`config.mk`:
```
export PLATFORM = sky130hd
export DESIGN_NAME = fwd_ctrl
export DESIGN_NICKNAME = d
export VERILOG_FILES = /design/src/rtl/fwd_ctrl_pkg.sv /design/src/rtl/fwd_ctrl_pick.sv /design/src/rtl/fwd_ctrl.sv
export SDC_FILE = /design/constraint.sdc
export NUM_CORES = 1
export LEC_CHECK = 0
export CELL_PAD_IN_SITES_DETAIL_PLACEMENT = 1
export CELL_PAD_IN_SITES_GLOBAL_PLACEMENT = 1
export CORE_ASPECT_RATIO = 1.2
export CORE_MARGIN = 1
export CORE_UTILIZATION = 54
export CTS_BUF_LIST = sky130_fd_sc_hd__clkbuf_8
export CTS_CLUSTER_SIZE = 8
export DETAILED_ROUTE_END_ITERATION = 6
export DONT_BUFFER_PORTS = 1
export HOLD_SLACK_MARGIN = 0.06
export PLACE_DENSITY = 0.86
export SLEW_MARGIN = 0
export SYNTH_ARGS = -nofsm -noshare
export SYNTH_HDL_FRONTEND = slang
export SYNTH_SLANG_ARGS = --single-unit
```
`constraint.sdc`:
```
create_clock -name clk -period 3.6 [get_ports clk]
set_input_delay 0.36 -clock clk [delete_from_list [all_inputs] [get_ports clk]]
set_output_delay 0.36 -clock clk [all_outputs]
set_load 0.01 [all_outputs]
```
`src/rtl/fwd_ctrl_pkg.sv`:
```
// Shared CPU definitions: result-kind encodings, EX operand mux select codes,
// and the pipeline shadow-stage record used by the forwarding control.
// Ports: none (package).
package fwd_ctrl_pkg;

  // Result kind of an instruction, as carried down the pipeline.
  typedef enum logic [1:0] {
    RT_ALU  = 2'b00,
    RT_LOAD = 2'b01,
    RT_HILO = 2'b10,
    RT_LINK = 2'b11
  } rtype_e;

  // Select codes for the EX-stage operand A/B 5-way muxes.
  localparam logic [2:0] SEL_RF       = 3'b000; // register file read data
  localparam logic [2:0] SEL_EXM_ALU  = 3'b001; // EX/MEM ALU result
  localparam logic [2:0] SEL_MEMWB    = 3'b010; // MEM/WB write-back data
  localparam logic [2:0] SEL_EXM_HILO = 3'b011; // EX/MEM HI/LO value
  localparam logic [2:0] SEL_EXM_LINK = 3'b100; // EX/MEM link address

  // Destination bookkeeping for one pipeline stage.
  typedef struct packed {
    logic       valid;
    logic       wreg;
    logic [4:0] wa;
    rtype_e     rtype;
  } shadow_t;

  localparam shadow_t SHADOW_BUBBLE = '{valid: 1'b0, wreg: 1'b0, wa: 5'd0, rtype: RT_ALU};

  // True when stage s produces the register that the ID instruction really reads.
  // Register 0 is hard-wired to zero, so it never matches.
  function automatic logic stage_hits(input shadow_t s, input logic [4:0] src, input logic use_src);
    return s.valid & s.wreg & (s.wa == src) & (src != 5'd0) & use_src;
  endfunction

endpackage

```
`src/rtl/fwd_ctrl_pick.sv`:
```
// Forwarding pick for one EX operand: chooses the mux select code and flags a
// load-use hazard against the instruction currently in EX.
// Ports: src_i/use_i (ID source reg and whether it is read), exs_i/mems_i
// (EX and MEM shadow stages), sel_o (next select code), load_haz_o.
module fwd_pick
  import fwd_ctrl_pkg::*;
(
  input  logic [4:0] src_i,
  input  logic       use_i,
  input  shadow_t    exs_i,
  input  shadow_t    mems_i,
  output logic [2:0] sel_o,
  output logic       load_haz_o
);

  logic ex_hit;
  logic mem_hit;

  assign ex_hit  = stage_hits(exs_i, src_i, use_i);
  assign mem_hit = stage_hits(mems_i, src_i, use_i);

  always_comb begin
    sel_o      = SEL_RF;
    load_haz_o = 1'b0;
    if (ex_hit) begin
      // The youngest producer wins. A load in EX has no data yet; the caller
      // stalls and the code is irrelevant, so leave it at register file.
      unique case (exs_i.rtype)
        RT_ALU:  sel_o = SEL_EXM_ALU;
        RT_HILO: sel_o = SEL_EXM_HILO;
        RT_LINK: sel_o = SEL_EXM_LINK;
        RT_LOAD: begin
          sel_o      = SEL_RF;
          load_haz_o = 1'b1;
        end
        default: sel_o = SEL_RF;
      endcase
    end else if (mem_hit) begin
      sel_o = SEL_MEMWB;
    end
  end

endmodule

```
`src/rtl/fwd_ctrl.sv`:
```
// Forwarding and load-use interlock control for a 5-stage pipeline.
// Tracks destination info for the EX and MEM stages and registers the EX
// operand select codes one edge after the instruction leaves ID.
// Ports: clk, rst (async, active-high); id_* describe the ID instruction;
// flush squashes it; sel_a/sel_b are registered mux selects; stall is
// combinational and holds PC/IF-ID while bubbling EX.
module fwd_ctrl
  import fwd_ctrl_pkg::*;
(
  input  logic       clk,
  input  logic       rst,
  input  logic       id_valid,
  input  logic [4:0] id_rs,
  input  logic [4:0] id_rt,
  input  logic       id_use_rs,
  input  logic       id_use_rt,
  input  logic       id_wreg,
  input  logic [4:0] id_wa,
  input  logic [1:0] id_rtype,
  input  logic       flush,
  output logic [2:0] sel_a,
  output logic [2:0] sel_b,
  output logic       stall
);

  shadow_t    exs_q,   exs_d;
  shadow_t    mems_q,  mems_d;
  logic [2:0] sel_a_q, sel_a_d;
  logic [2:0] sel_b_q, sel_b_d;

  logic [2:0] pick_a, pick_b;
  logic       haz_a,  haz_b;

  fwd_pick u_pick_a (
    .src_i      (id_rs),
    .use_i      (id_use_rs),
    .exs_i      (exs_q),
    .mems_i     (mems_q),
    .sel_o      (pick_a),
    .load_haz_o (haz_a)
  );

  fwd_pick u_pick_b (
    .src_i      (id_rt),
    .use_i      (id_use_rt),
    .exs_i      (exs_q),
    .mems_i     (mems_q),
    .sel_o      (pick_b),
    .load_haz_o (haz_b)
  );

  always_comb begin
    // Flush overrides the interlock: the stalled instruction is being squashed.
    stall   = id_valid & ~flush & (haz_a | haz_b);
    mems_d  = exs_q;
    exs_d   = SHADOW_BUBBLE;
    sel_a_d = SEL_RF;
    sel_b_d = SEL_RF;
    if (!flush && !stall) begin
      exs_d   = '{valid: id_valid, wreg: id_wreg, wa: id_wa, rtype: rtype_e'(id_rtype)};
      sel_a_d = pick_a;
      sel_b_d = pick_b;
    end
  end

  always_ff @(posedge clk or posedge rst) begin
    if (rst) begin
      exs_q   <= SHADOW_BUBBLE;
      mems_q  <= SHADOW_BUBBLE;
      sel_a_q <= SEL_RF;
      sel_b_q <= SEL_RF;
    end else begin
      exs_q   <= exs_d;
      mems_q  <= mems_d;
      sel_a_q <= sel_a_d;
      sel_b_q <= sel_b_d;
    end
  end

  assign sel_a = sel_a_q;
  assign sel_b = sel_b_q;

endmodule

```
# --- Word level (Yosys, flattened, before mapping) ---
# Cells that the tools add are included.
totals:
  input_bits: 24
  reg_bits: 22
  output_inout_bits: 7
classes:
  n_bitwise: 18
  muxes: 11
  n_eq_ne: 7
  n_reduce_logical: 6
ops:
  columns: ["cell", "count"]
  rows:
  - ["$eq 5x5->1", 4]
  - ["$and 1x1->1", 16]
  - ["$mux 3", 4]
  - ["$pmux 3 s4", 1]
  - ["$reduce_bool 5->1", 2]
  - ["$mux 9", 1]
  - ["$eq 2x2->1 const B", 2]
  - ["$mux 2", 2]
  - ["$mux 1", 3]
  - ["$eq 2x1->1 const B", 1]
  - ["$logic_not 1->1", 2]
  - ["$logic_not 2->1", 1]
  - ["$logic_and 1x1->1", 1]
  - ["$not 1->1", 1]
  - ["$or 1x1->1", 1]

# --- Logic depth before layout (Yosys ltp) ---
depth:
  depth_word: 10
  ltp_mapped: 6

# --- Hierarchy ---
# From an unflattened synthesis, not the netlist that was laid out.
hier_totals:
  hier_cells: 94
  area_unflattened_um2: 1194.9
modules_own_cells:
  columns: ["mod", "area_each_um2", "cells_per_inst", "instances"]
  rows:
  - ["fwd_ctrl", 809.5, 46, 1]
  - ["fwd_pick", 192.7, 24, 2]

# --- Least setup slack after synthesis ---
# Ideal clock, no wire load.
synth_path:
  kind: "register -> output"
  from: "register exs_q[3] (netlist bit)"
  to: "output port stall"
  path_buffers: 1
  slack_ns: 1.642
  path_stages_with_launch: 6
  t_arrival_ns: 1.598
  cell_sequence: "dfrtp_1 xnor2_1 nand4_1 or4_1 buf_2 a21oi_4"
synth_via:
  elab_chain_len: 7
  elab_cells_between_ends: 12
synth_lines:
  columns: ["element", "line", "text"]
  rows:
  - ["start, declared", "fwd_ctrl.sv:26", "shadow_t exs_q, exs_d;"]
  - ["start signal, assigned", "fwd_ctrl.sv:73", "exs_q <= exs_d;"]
  - ["$eq 5x5->1", "fwd_ctrl_pkg.sv:34", "return s.valid & s.wreg & (s.wa == src) & (src != 5'd0) & use_src;"]
  - ["$and 1x1->1 (3 in a row)", "fwd_ctrl_pkg.sv:34", null]
  - ["$mux 1", "fwd_ctrl_pick.sv:25", "if (ex_hit) begin"]
  - ["$or 1x1->1 (*)", "fwd_ctrl.sv:54", "stall = id_valid & ~flush & (haz_a | haz_b);"]
  - ["$and 1x1->1 (*)", "fwd_ctrl.sv:54", null]
  - ["end, declared", "fwd_ctrl.sv:23", "output logic stall"]
# Every way passes the cells marked *; elsewhere a longest branch is shown, timed or not.

# --- Worst setup path in the final report ---
layout_path:
  from: "register exs_q[2] (netlist bit)"
  to: "output port stall"
# Same word-level chain as after synthesis.

==> run summary <==
* completed — result of the run
* 41.9 um — overall die width
* xnor2_1 -> nand4_1 -> or4_1 -> a21oi_4 — critical path cell sequence
* 19.9% — total routing resource utilization after global routing
* 0% — share of synthesized area spent on multiplexers
* 651 — vias in the first global route
* 4.86% — area delta synth->final
* 0 — synthesis warning total
* no — unrepaired setup endpoints after global routing
* 0 ns — Total Negative Setup Slacks
* 23 — pin count of the biggest net entering global routing
* 0.25 ns — clk_lat worst skew
* 0.64 ns — worst stage delay on the critical path
* 22 x dfrtp_1, 16 x xnor2_1, 9 x nor3b_2 — leading cell types by count after synthesis
* 26.2% — met1 GRT Util
* 60.5% — Initial Util
* 34.1% — routing usage on met2
* 0.00155 ns — Post-Route Skew
* 12.6 sq um — average size of a mapped cell
* in2async — min-delay worst type
* met2 — busiest layer in global routing
* dfrtp_1 — most instantiated flip-flop cell in the synthesis netlist
* 2 — Max Root-Sink Buffers
* 180 — Fill cells
* 462 sq um — area of the multi-input gates
* 22 — synthesis-stage register bit count
* 0 — max-cap violation count
* 53.5% — top cell type's share of synthesized area
* 0.786 ns — slew of the pin with the lowest slew margin
* 3.24 ns — data required time of the critical path
* 69.2% — post-route clock period utilization
* 31 — number of ports placed on the die boundary
* 0 — number of enable-type register cells in the synthesized netlist
* 0 — number of port buffers
* 47.5% — slew margin rel.
* 0.138 ns — final worst hold slack
* 0% — area share of fa/ha/maj cells after synthesis
* 0 — initial antenna violation count
* 0 — antenna fix cells
* 3.30% — fraction of met3 tracks used by global routing
* 0.402 GHz — highest clock frequency the design can meet
* 1530 um — HPWL Detailed
* 0 — post-route ant nets
* 1880 um — WL final
* 0 — Hold Vio Cnt, Final
* 11 — number of DRC markers in iteration 0
* 0 — number of cells upsized or downsized after cts
* exs_q[2]$_DFF_PP0_ — launching element of the worst setup path
* 0 — buffer count from post-CTS setup fixing
* reg2out — Setup CP Type
* simple AND/OR/NAND/NOR gates — dominant combinational cell family by area after synthesis
* 106 — post-synthesis net count
* 0 — Crit path buffers/inverters
* 17.0% — XOR/XNOR share of the synthesized area
* 3 — total clock buffers created by CTS
* 0 — Congestion Overflow GR
* 411 nW/um^2 — power density cells
* 0.426 nW — leakage power summed over all cells
* dfrtp_1 53%, xnor2_1 14%, nor3b_2 11% — most area-consuming cells after synthesis
* 626 — total vias in the final route
* 1700 sq um — Core Region
* dfrtp_1 — Yosys top cell by area
* 100% — asr flop ratio synth
* 108 — number of nets at the end of the flow
* 0.752 — gpl congestion
* 1 — CTS HTree Levels
* 0.07 ns — CTS clock-pin slew for the worst setup and hold paths
* dfrtp_1 — most used standard cell by instance count after synthesis
* 16 — number of placement rows
* 4.98% — Compound-Gate Fraction of Synth Area
* 15.9% — proportion of layout cells with a drive suffix above 1
* 22 — Clock Sink Count
* 63.5% — post-layout utilization of the core
* 53.5% — post-synthesis sequential area ratio
* or4_1 — cell type of the slowest stage on the worst timing path
* 2090 sq um — Die Footprint
* 82 — instance count of the mapped netlist
* 49.8 um — chip height
* clkbuf_8 — root buffer cell
* 10 — largest fanout on the critical path
* 2.13 ns — Arrival @ worst endpoint
* exs_q[2]$_DFF_PP0_ — reg2reg start
* simple AND/OR/NAND/NOR gates — category of cells accounting for the largest share of critical-path delay
* 321 uV — Worst IR Drop VDD
* done — CTS tree
* 0 — detailed-route DRC error count
* 551 sq um — combined flip-flop and latch cell area
* register — sort of element at the start of the critical path
* output pin — critical path endpoint category
* 0 — total setup violations reported at the end of the flow
* 1030 sq um — cell area after synthesis
* 6.26 — via count normalized by instance count
* 2.49 ns — min cycle time layout
* 3040 um — global-route wire length before repair
* 19 — number of different library cells in the post-synthesis netlist
* 4 — number of search-and-repair iterations in the first detailed-routing pass
* 22.8% — simple-gate share of the synthesized area
* 18.8 um — average wire per standard cell
* 0 — CTS Hold Bufs
* 0 — number of max-slew violations in the final report
## routing by layer
metal,up-vias,share of wire (%)
met5,-,0
met4,0,0.75
met3,2,4.9
met2,21,52
met1,311,42
li1,292,-
## cells by family after synthesis
group                     count (synthesis)
xor gates and xnor gates                 20
buffers and inverters                     4
DFF                                      22
and+or+nand+nor                          29
AOI/OAI and AO/OA                         7
## cell usage in the layout, fill, tap and decap left out
master / netlist / final
nand2_1: 2 / 2
nand4_1: 4 / 4
dfrtp_1: 22 / 22
o21ai_0: 1 / 1
xor2_1: 4 / 4
nor2_1: 3 / 3
nor4_1: 2 / 2
a21oi_4: 1 / 1
nor3_1: 2 / 2
inv_1: 1 / 1
xnor2_1: 16 / 16
clkbuf_8: 0 / 3
o211ai_1: 2 / 2
or4_1: 4 / 4
or4bb_1: 1 / 1
nand3b_1: 2 / 2
nor3b_2: 9 / 9
o21ai_1: 3 / 3
## report_power, final
part	internal (mW)	total, mW	leakage, nW	switching, mW
sequential	0.256	0.264	0.290	0.00806
clock	0.0744	0.143	0.0216	0.0682
combinational	0.0216	0.0373	0.114	0.0157
total	0.352	0.444	0.426	0.0919
## flip-flops by register name, indices dropped and copies added (netlist names)
| signal | flops |
|---|---|
| exs_q | 9 |
| mems_q | 7 |
| sel_a | 3 |
| sel_b | 3 |
## path summary, 6_finish.rpt
path	end	slack [ns]	depth (start not counted)
worst max-delay path	stall	1.11	4
worst min-delay path	exs_q[6]$_DFF_PP0_	0.14	1
worst max register to register	exs_q[3]$_DFF_PP0_	1.51	5
worst min register to register	mems_q[7]$_DFF_PP0_	0.37	0
max in group asynchronous	mems_q[2]$_DFF_PP0_	2.97	1
min in group clk	exs_q[7]$_DFF_PP0_	0.16	1
## metrics by stage
step	power, mW	std cells	area [sq um]	setup slack [ns]
2_1_floorplan	0.301	82	1030	1.64
3_3_place_gp	0.304	97	1040	1.43
3_5_place_dp	0.307	97	1040	1.40
4_1_cts	0.448	100	1080	1.11
5_1_grt	0.463	100	1080	1.02
6_report	0.444	100	1080	1.11
## cell type report
type / instances / area share, %
clock buffer: 3 / 3.82
inverter: 1 / 0.348
multi-input combinational: 56 / 42.8
sequential: 22 / 51.0
tap: 18 / 2.09
Note: power is estimated with default switching activity, not from simulation.
